===== src/rtl/time_link_pkg.sv =====
// Shared definitions for the network-time fetch link. Both the responder and the
// initiator use these, as do their benches.
//   REQ_BYTE_DEF / HDR_BYTE_DEF : default request command and response header
//   FRAME_BYTES                 : response frame length in bytes
//   rx_state_t / tx_state_t     : RX byte receiver and TX frame sequencer states
// Build option: TIME_RESP_CHECKSUM_EN adds a trailing XOR checksum byte to the frame.
package time_link_pkg;

  localparam logic [7:0] REQ_BYTE_DEF = 8'h54;
  localparam logic [7:0] HDR_BYTE_DEF = 8'hA5;

`ifdef TIME_RESP_CHECKSUM_EN
  localparam int FRAME_BYTES = 6;
`else
  localparam int FRAME_BYTES = 5;
`endif

  typedef enum logic [1:0] {
    RX_IDLE,
    RX_START,
    RX_DATA,
    RX_STOP
  } rx_state_t;

  typedef enum logic [1:0] {
    TX_IDLE,
    TX_PEND,
    TX_SEND
  } tx_state_t;

endpackage


===== src/rtl/uart_byte_tx.sv =====
// 8N1 byte serialiser, LSB first, BIT_CYC clock cycles per bit.
//   clk, reset_n : system clock, synchronous active-low reset
//   start        : request to send data (taken when ready is high)
//   data         : byte to send
//   ready        : high when a new byte can be taken this cycle; this includes the
//                  last cycle of a stop bit so bytes can go out back to back
//   tx           : serial line, idle high
module uart_byte_tx #(
  parameter int BIT_CYC = 16
) (
  input  logic       clk,
  input  logic       reset_n,
  input  logic       start,
  input  logic [7:0] data,
  output logic       ready,
  output logic       tx
);

  localparam int CW = $clog2(BIT_CYC + 1);

  logic          r_active;
  logic [CW-1:0] r_cnt;
  logic [3:0]    r_bit;
  logic [8:0]    r_shift;
  logic          r_tx;
  logic          w_bit_end;

  assign w_bit_end = (r_cnt == CW'(BIT_CYC - 1));
  assign ready     = !r_active || (w_bit_end && (r_bit == 4'd9));
  assign tx        = r_tx;

  // r_bit: 0 = start bit, 1..8 = data bits, 9 = stop bit
  always_ff @(posedge clk) begin
    if (!reset_n) begin
      r_active <= 1'b0;
      r_tx     <= 1'b1;
      r_cnt    <= '0;
      r_bit    <= '0;
    end else if (start && ready) begin
      r_active <= 1'b1;
      r_tx     <= 1'b0;
      r_cnt    <= '0;
      r_bit    <= '0;
    end else if (r_active) begin
      if (w_bit_end) begin
        r_cnt <= '0;
        if (r_bit == 4'd9) begin
          r_active <= 1'b0;
        end else begin
          r_tx  <= r_shift[0];
          r_bit <= r_bit + 4'd1;
        end
      end else begin
        r_cnt <= r_cnt + CW'(1);
      end
    end
  end

  // Stop bit rides in at the top so it falls out after the eighth data bit.
  always_ff @(posedge clk) begin
    if (start && ready) begin
      r_shift <= {1'b1, data};
    end else if (r_active && w_bit_end && (r_bit != 4'd9)) begin
      r_shift <= {1'b1, r_shift[8:1]};
    end
  end

endmodule


===== src/rtl/uart_time_responder.sv =====
// Responder end of the network-time fetch link. Receives a one-byte time request
// over UART and answers with a framed snapshot of a free-running epoch-seconds counter.
//   clk        : system clock (CLK_HZ; also the 1 Hz epoch tick divisor)
//   reset_n    : synchronous active-low reset
//   rx_pin     : UART receive line, asynchronous, idle high
//   tx_pin     : UART transmit line, idle high
//   set_en     : one-cycle strobe loading set_value into the epoch counter
//   set_value  : epoch value to load
//   epoch      : current epoch-seconds counter
//   busy       : high while a response frame is on the line
//   req_drop   : one-cycle pulse when a request arrives while a response is in flight
// Frame: HDR_BYTE, epoch[31:24], [23:16], [15:8], [7:0], each 8N1 back to back.
// Build option: TIME_RESP_CHECKSUM_EN appends an XOR of the four epoch bytes.
module uart_time_responder
  import time_link_pkg::*;
#(
  parameter int         CLK_HZ   = 100_000_000,
  parameter int         BAUD     = 115200,
  parameter logic [7:0] REQ_BYTE = REQ_BYTE_DEF,
  parameter logic [7:0] HDR_BYTE = HDR_BYTE_DEF
) (
  input  logic        clk,
  input  logic        reset_n,
  input  logic        rx_pin,
  output logic        tx_pin,
  input  logic        set_en,
  input  logic [31:0] set_value,
  output logic [31:0] epoch,
  output logic        busy,
  output logic        req_drop
);

  localparam int BIT_CYC = CLK_HZ / BAUD;
  localparam int HALF    = BIT_CYC / 2;
  localparam int CW      = $clog2(BIT_CYC + 1);
  localparam int PW      = $clog2(CLK_HZ + 1);

  // ---------------- epoch counter ----------------
  logic [PW-1:0] r_presc;
  logic [31:0]   r_epoch;

  always_ff @(posedge clk) begin
    if (!reset_n) begin
      r_presc <= '0;
      r_epoch <= '0;
    end else if (set_en) begin
      // a load outranks a tick landing in the same cycle
      r_presc <= '0;
      r_epoch <= set_value;
    end else if (r_presc == PW'(CLK_HZ - 1)) begin
      r_presc <= '0;
      r_epoch <= r_epoch + 32'd1;
    end else begin
      r_presc <= r_presc + PW'(1);
    end
  end

  assign epoch = r_epoch;

  // ---------------- receiver ----------------
  logic          r_rx_s1;
  logic          r_rx_s2;
  logic          r_rx_prev;
  rx_state_t     r_rx_st;
  logic [CW-1:0] r_rx_cnt;
  logic [2:0]    r_rx_bit;
  logic [7:0]    r_rx_data;
  logic          w_rx_fall;
  logic          w_rx_bit_end;
  logic          w_accept;

  assign w_rx_fall    = r_rx_prev && !r_rx_s2;
  assign w_rx_bit_end = (r_rx_cnt == CW'(BIT_CYC - 1));
  // Good stop bit on a request byte; valid for exactly the stop-sample cycle.
  assign w_accept     = (r_rx_st == RX_STOP) && w_rx_bit_end && r_rx_s2 &&
                        (r_rx_data == REQ_BYTE);

  always_ff @(posedge clk) begin
    if (!reset_n) begin
      r_rx_s1   <= 1'b1;
      r_rx_s2   <= 1'b1;
      r_rx_prev <= 1'b1;
      r_rx_st   <= RX_IDLE;
      r_rx_cnt  <= '0;
      r_rx_bit  <= '0;
    end else begin
      r_rx_s1   <= rx_pin;
      r_rx_s2   <= r_rx_s1;
      r_rx_prev <= r_rx_s2;
      case (r_rx_st)
        RX_IDLE: begin
          if (w_rx_fall) begin
            r_rx_st  <= RX_START;
            r_rx_cnt <= '0;
          end
        end
        RX_START: begin
          // mid-start-bit check rejects short glitches
          if (r_rx_cnt == CW'(HALF - 1)) begin
            r_rx_cnt <= '0;
            r_rx_bit <= '0;
            r_rx_st  <= r_rx_s2 ? RX_IDLE : RX_DATA;
          end else begin
            r_rx_cnt <= r_rx_cnt + CW'(1);
          end
        end
        RX_DATA: begin
          if (w_rx_bit_end) begin
            r_rx_cnt <= '0;
            if (r_rx_bit == 3'd7) r_rx_st <= RX_STOP;
            else r_rx_bit <= r_rx_bit + 3'd1;
          end else begin
            r_rx_cnt <= r_rx_cnt + CW'(1);
          end
        end
        RX_STOP: begin
          // a low stop bit simply drops the byte: w_accept stays low
          if (w_rx_bit_end) begin
            r_rx_cnt <= '0;
            r_rx_st  <= RX_IDLE;
          end else begin
            r_rx_cnt <= r_rx_cnt + CW'(1);
          end
        end
        default: r_rx_st <= RX_IDLE;
      endcase
    end
  end

  always_ff @(posedge clk) begin
    if ((r_rx_st == RX_DATA) && w_rx_bit_end) begin
      r_rx_data <= {r_rx_s2, r_rx_data[7:1]};
    end
  end

  // ---------------- frame sequencer ----------------
  tx_state_t   r_tx_st;
  logic [2:0]  r_idx;
  logic [31:0] r_snap;
  logic        r_busy;
  logic        r_drop;
  logic        w_tx_idle;
  logic        w_byte_start;
  logic        w_byte_ready;
  logic [7:0]  w_byte_data;

  assign w_tx_idle    = (r_tx_st == TX_IDLE);
  assign w_byte_start = (r_tx_st == TX_SEND) && (r_idx != 3'(FRAME_BYTES));

  // PEND spends one cycle between accept and the first start request so the
  // start bit appears two cycles after the stop-bit sample.
  always_ff @(posedge clk) begin
    if (!reset_n) begin
      r_tx_st <= TX_IDLE;
      r_idx   <= '0;
      r_busy  <= 1'b0;
      r_drop  <= 1'b0;
    end else begin
      r_drop <= w_accept && !w_tx_idle;
      case (r_tx_st)
        TX_IDLE: begin
          if (w_accept) r_tx_st <= TX_PEND;
        end
        TX_PEND: begin
          r_tx_st <= TX_SEND;
          r_idx   <= '0;
        end
        TX_SEND: begin
          if (w_byte_ready) begin
            if (r_idx == 3'(FRAME_BYTES)) begin
              // ready here marks the end of the final stop bit
              r_tx_st <= TX_IDLE;
              r_busy  <= 1'b0;
            end else begin
              r_idx <= r_idx + 3'd1;
              if (r_idx == 3'd0) r_busy <= 1'b1;
            end
          end
        end
        default: r_tx_st <= TX_IDLE;
      endcase
    end
  end

  always_ff @(posedge clk) begin
    if (w_accept && w_tx_idle) r_snap <= r_epoch;
  end

`ifdef TIME_RESP_CHECKSUM_EN
  logic [7:0] w_chk;
  assign w_chk = r_snap[31:24] ^ r_snap[23:16] ^ r_snap[15:8] ^ r_snap[7:0];
`endif

  always_comb begin
    w_byte_data = HDR_BYTE;
    case (r_idx)
      3'd1:    w_byte_data = r_snap[31:24];
      3'd2:    w_byte_data = r_snap[23:16];
      3'd3:    w_byte_data = r_snap[15:8];
      3'd4:    w_byte_data = r_snap[7:0];
`ifdef TIME_RESP_CHECKSUM_EN
      3'd5:    w_byte_data = w_chk;
`endif
      default: w_byte_data = HDR_BYTE;
    endcase
  end

  uart_byte_tx #(
    .BIT_CYC(BIT_CYC)
  ) u_byte_tx (
    .clk    (clk),
    .reset_n(reset_n),
    .start  (w_byte_start),
    .data   (w_byte_data),
    .ready  (w_byte_ready),
    .tx     (tx_pin)
  );

  assign busy     = r_busy;
  assign req_drop = r_drop;

endmodule


===== config.mk =====
export PLATFORM = sky130hd
export DESIGN_NAME = uart_time_responder
export DESIGN_NICKNAME = d
export VERILOG_FILES = /design/src/rtl/time_link_pkg.sv /design/src/rtl/uart_byte_tx.sv /design/src/rtl/uart_time_responder.sv
export SDC_FILE = /design/constraint.sdc
export NUM_CORES = 1
export LEC_CHECK = 0
export BUFFER_PORTS_ARGS = -buffer_cell sky130_fd_sc_hd__buf_4
export CELL_PAD_IN_SITES_DETAIL_PLACEMENT = 0
export CELL_PAD_IN_SITES_GLOBAL_PLACEMENT = 1
export CORE_MARGIN = 2
export CORE_UTILIZATION = 45
export DETAILED_ROUTE_END_ITERATION = 6
export GPL_TIMING_DRIVEN = 0
export PLACE_DENSITY = 0.8
export SLEW_MARGIN = 20
export SYNTH_ARGS = -nofsm -noshare
export SYNTH_HDL_FRONTEND = slang
export SYNTH_SLANG_ARGS = --single-unit

===== constraint.sdc =====
create_clock -name clk -period 5.7 [get_ports clk]
set_input_delay 1.14 -clock clk [delete_from_list [all_inputs] [get_ports clk]]
set_output_delay 1.14 -clock clk [all_outputs]
set_load 0.05 [all_outputs]

---- Word-level counts from Yosys, hierarchy flattened ----
Cells that the tools add are included.
operators by class
  $add $sub $neg .......................... 7
  equality and inequality tests ........... 30
  mux-type cells .......................... 38
  bitwise logic cells ..................... 2
  reduce and logical (&&, ||, !) cells .... 36
operators by type and width
  kind                                                   count
  two-way mux 32 bit                                     2
  two-way mux 10 bit                                     4
  adder 32 x 1 -> 32 bit (second input constant)         1
  one-hot mux 8 bit (4 select lines)                     1
  one-hot mux 10 bit (3 select lines)                    1
  adder 27 x 1 -> 27 bit (second input constant)         1
  equality test 27 bit (second input constant)           1
  adder 10 x 1 -> 10 bit (second input constant)         2
  equality test 10 bit (second input constant)           2
  two-way mux 2 bit                                      9
  inequality test 2 bit (second input constant)          9
  two-way mux 8 bit                                      2
  two-way mux 3 bit                                      5
  AND reduction 3 bit                                    5
  nonzero test 2 bit                                     7
  logical AND 1 bit                                      12
  one-hot mux 3 bit (2 select lines)                     2
  equality test 10 x 9 -> 1 bit (second input constant)  1
  two-way mux 1 bit                                      10
  equality test 3 bit (second input constant)            3
  equality test 8 x 7 -> 1 bit (second input constant)   1
  one-hot mux 2 bit (4 select lines)                     1
  adder 3 x 1 -> 3 bit (second input constant)           2
  equality test 2 bit (second input constant)            3
  18 further kinds                                       26
storage, ports and cells
  flip-flop bits (word level) ............. 148
  bits of input ports ..................... 36
  output and inout port bits .............. 35
  logic and storage cells ................. 132

---- Depth between registers and ports, before layout ----
  word-level depth ........................ 6
  gate-level depth with buffers ........... 9
  depth with buffers taken out ............ 7

---- Modules after synthesis ----
Synthesis repeated with hierarchy kept, for this count alone.
second synthesis, totals
  cell total of the unflattened synthesis .. 736
  area total of the unflattened synthesis .. 7081.8 um2
by module, submodules not included
  module               times used  cells an instance  area each (um2)  sequential area each (um2)
  uart_time_responder  1           626                5936.9           2882.8
  uart_byte_tx         1           110                1144.8           560.5

---- Least setup slack after synthesis ----
No wires, ideal clock.
  kind .................................... reg2reg
  from .................................... register r_rx_cnt[0]
  to ...................................... register r_snap[0], enable pin
  setup time .............................. 0.461 ns
  data arrival time ....................... 3.884 ns
  required time ........................... 5.239 ns
  path slack .............................. 1.355 ns
  stages on the path, launching flop included .. 6
  path buffers ............................ 0
  period minus slack after synthesis ...... 4.345 ns
  path through ............................ dfxtp_1 ha_1 nand4b_1 or4_4 or3_2 nor3_1
on the way
  cells in the longest elaborated chain, start to end .. 5
ends and longest elaborated chain
  what                             line                        RTL
  from (decl)                      uart_time_responder.sv:65   logic [CW-1:0] r_rx_cnt;
  from (signal assigned)           uart_time_responder.sv:104  r_rx_cnt <= r_rx_cnt + CW'(1);
  from (signal assigned)           uart_time_responder.sv:113  r_rx_cnt <= r_rx_cnt + CW'(1);
  from (signal assigned)           uart_time_responder.sv:122  r_rx_cnt <= r_rx_cnt + CW'(1);
  equality test 10 bit             uart_time_responder.sv:73   assign w_rx_bit_end = (r_rx_cnt == CW'(BIT_CYC - 1));
  logical AND 1 bit (3 in series)  uart_time_responder.sv:75   assign w_accept = (r_rx_st == RX_STOP) && w_rx_bit_end && r_rx_s2 &&
  logical AND 1 bit                uart_time_responder.sv:186  if (w_accept && w_tx_idle) r_snap <= r_epoch;
  to (signal assigned)             uart_time_responder.sv:186
  to (decl)                        uart_time_responder.sv:139  logic [31:0] r_snap;
Every way passes these cells.
A chain may end at the register's enable or synchronous reset.

---- Worst setup path after layout ----
  from .................................... register r_rx_cnt[0]
  to ...................................... register r_snap[30], enable pin
The elaborated chain is that of the path after synthesis.

==> metrics.csv <==
metric;value;unit
synthesis-to-layout area growth;19.2;%
CTS root buf;clkbuf_16;
Num CTS Buffers;17;
vias in the first global route;5749;
routed len/inst;17.6;um
Max Freq;0.344;GHz
Die H;129;um
CTS tree;yes;
Synth cell types;55;
status;completed;
Setup Skew;0.00696;ns
vias per cell;5.73;
nets;897;
final hold vios;0;
1st-iter DRT viols;422;
routability cong.;0.816;
FP Rows;45;
Seq/Total Area, Yosys;49.3;%
H-tree depth;4;
Crit path arrival time;3.03;ns
vias;6003;
drt first pass iters;5;
Overflow after GRT;0;
worst-path fanout max;11;
#FFs+latches synth;148;
die area;16500;um2
post-route ant nets;0;
clock sinks;148;
CTS max path bufs;2;
Detailed Route WL;18500;um
Worst Path Required;5.83;ns
Post-Syn Instances;755;
Post-DP HPWL;13800;um
Hold WC Path Type;reg2reg;
PwrDens;286;nW/um2
Least-Margin Pin Slew;1.01;ns
port bufs;70;
max-cap violations;0;
CP Class;reg2reg;
starting density of the core;46.0;%
top_reg_cell synth;dfxtp_1;
Non-Filler Instances;1048;
Setup Buffers After CTS;0;
Slew headroom;31.9;%
Remaining DRCs;0;
final setup fails;0;
syn_nets;805;
core area;15200;um2
RSZ-0062 raised after global routing;no;
most common cell in the synthesized netlist;dfxtp_1;
Placed Instances;1016;
CTS resizes;0;
setup TNS;0;ns
top-area cell type share of the netlist area;28.7;%
first-pass GRT wire length;29600;um
Post-synth EDFFs;48;
share of cells above drive strength 1;13.8;%
initial antenna violation count;0;
later-pin clock latency in the skew report;0.42;ns
Synth area leaders;dfxtp_1 29%, edfxtp_1 21%, nor2_1 4.2%;
VDD IR max;0.000259;V
leakage power;2.87;nW
Worst-path clk slew;0.06;ns
endpoint class of the critical path;flip-flop;
Post-CTS Hold Fix Bufs;0;
largest net degree at the start of global routing;17;
crit path time final;2.90;ns
# IOs;71;
Total Routing Usage GR;23.2;%
synth cell count leaders;100 x dfxtp_1, 79 x nor2_1, 55 x nand2_1, 51 x nand3_1, 48 x edfxtp_1;
die width;129;um
Final period util;51.0;%
Mapped Area;6990;um2
Avg Cell Area, Syn;9.25;um2
crit start category;flip-flop;
leading area contributor after synthesis;dfxtp_1;
YS warnings;0;
# diodes;0;
Async SR Flop Fraction;0;%
Final Slew Violations;0;
flip-flops by register name (all words and copies together), names as in the netlist, 2 cells and up, named ones only:
| name | cells |
|---|---|
| epoch | 32 |
| r_idx | 3 |
| r_presc | 27 |
| r_rx_bit | 3 |
| r_rx_cnt | 10 |
| r_rx_data | 8 |
| r_snap | 32 |
| r_tx_st | 2 |
| u_byte_tx.r_bit | 4 |
| u_byte_tx.r_cnt | 10 |
| u_byte_tx.r_shift | 8 |
per-layer routing:
layer / GRT usage (%) / vias to the layer above / part of all wire, %
li1: - / 2982 / -
met1: 30.2 / 2874 / 47
met2: 38.3 / 123 / 48
met3: 5.61 / 24 / 4.0
met4: 7.67 / 0 / 1.8
met5: 0 / - / 0
cells by family (layout without fill, tap and decap cells):
family	count (synthesis)	count (layout)	synth area share [%]
simple gates	358	358	27.4
buf+inv	63	168	3.60
mux	7	7	1.07
flops	148	148	49.3
fa+ha+maj	14	14	2.51
xor+xnor	33	33	4.14
compound gates	132	132	11.9
cell type report:
class,count,area (um2)
Clock buffer,28,507
Tap cell,188,235
Fill cell,1396,6870
Sequential cell,148,3440
Buffer,45,184
Multi-Input combinational cell,544,3300
Clock inverter,4,47.5
Timing Repair Buffer,73,548
Inverter,18,67.6
worst max-delay path, cell delays in order (launching register included):
cell	delay (ns)
dfxtp_1	0.40
ha_1	0.28
nand4b_1	0.12
or4_4	0.53
or3_2	0.52
nor3_2	0.27
buf_4	0.27
buf_4	0.22
through the flow:
stage	hold WS, ns	total power [W]	instance area, um2	util (%)	setup slack, ns
finish	0.411	0.00238	8330	54.8	2.80
global route	0.431	0.00245	8330	54.8	2.62
CTS	0.409	0.00239	8330	54.8	2.78
detailed placement	0.394	0.00134	7770	51.1	2.80
global placement	0.396	0.00134	7750	51.0	0.451
floorplan	0.386	0.00126	6990	-	1.36
power breakdown:
group	switching, W	total, W	internal, W
clock network	0.000417	0.00106	0.000646
logic	0.000119	0.000180	0.0000611
registers	0.0000334	0.00114	0.00110
path summary, 6_finish.rpt:
kind | slack (ns) | to | cells past startpoint | from
max | 2.80 | r_snap[30]$_DFFE_PP_ | 7 | r_rx_cnt[0]$_SDFFE_PN0P_
min | 0.41 | r_rx_s2$_SDFF_PN1_ | 1 | r_rx_s1$_SDFF_PN1_
min reg2reg | 0.41 | r_rx_s2$_SDFF_PN1_ | 1 | r_rx_s1$_SDFF_PN1_
max reg2reg | 2.80 | r_snap[30]$_DFFE_PP_ | 7 | r_rx_cnt[0]$_SDFFE_PN0P_
cell usage in the layout, fill, tap and decap left out, types with 10 or more instances in the layout:
master / count
nand2_1: 55
a21oi_1: 23
clkbuf_16: 17
inv_1: 18
nor2_1: 79
ha_1: 14
nand3_1: 51
buf_4: 73
nor3_1: 33
o21ai_0: 45
and4_1: 25
clkbuf_1: 44
dfxtp_1: 100
xor2_1: 14
nand4_1: 36
edfxtp_1: 48
nand2b_1: 10
xnor2_1: 19
a211oi_1: 20
Power figures use the tool's default switching activity.
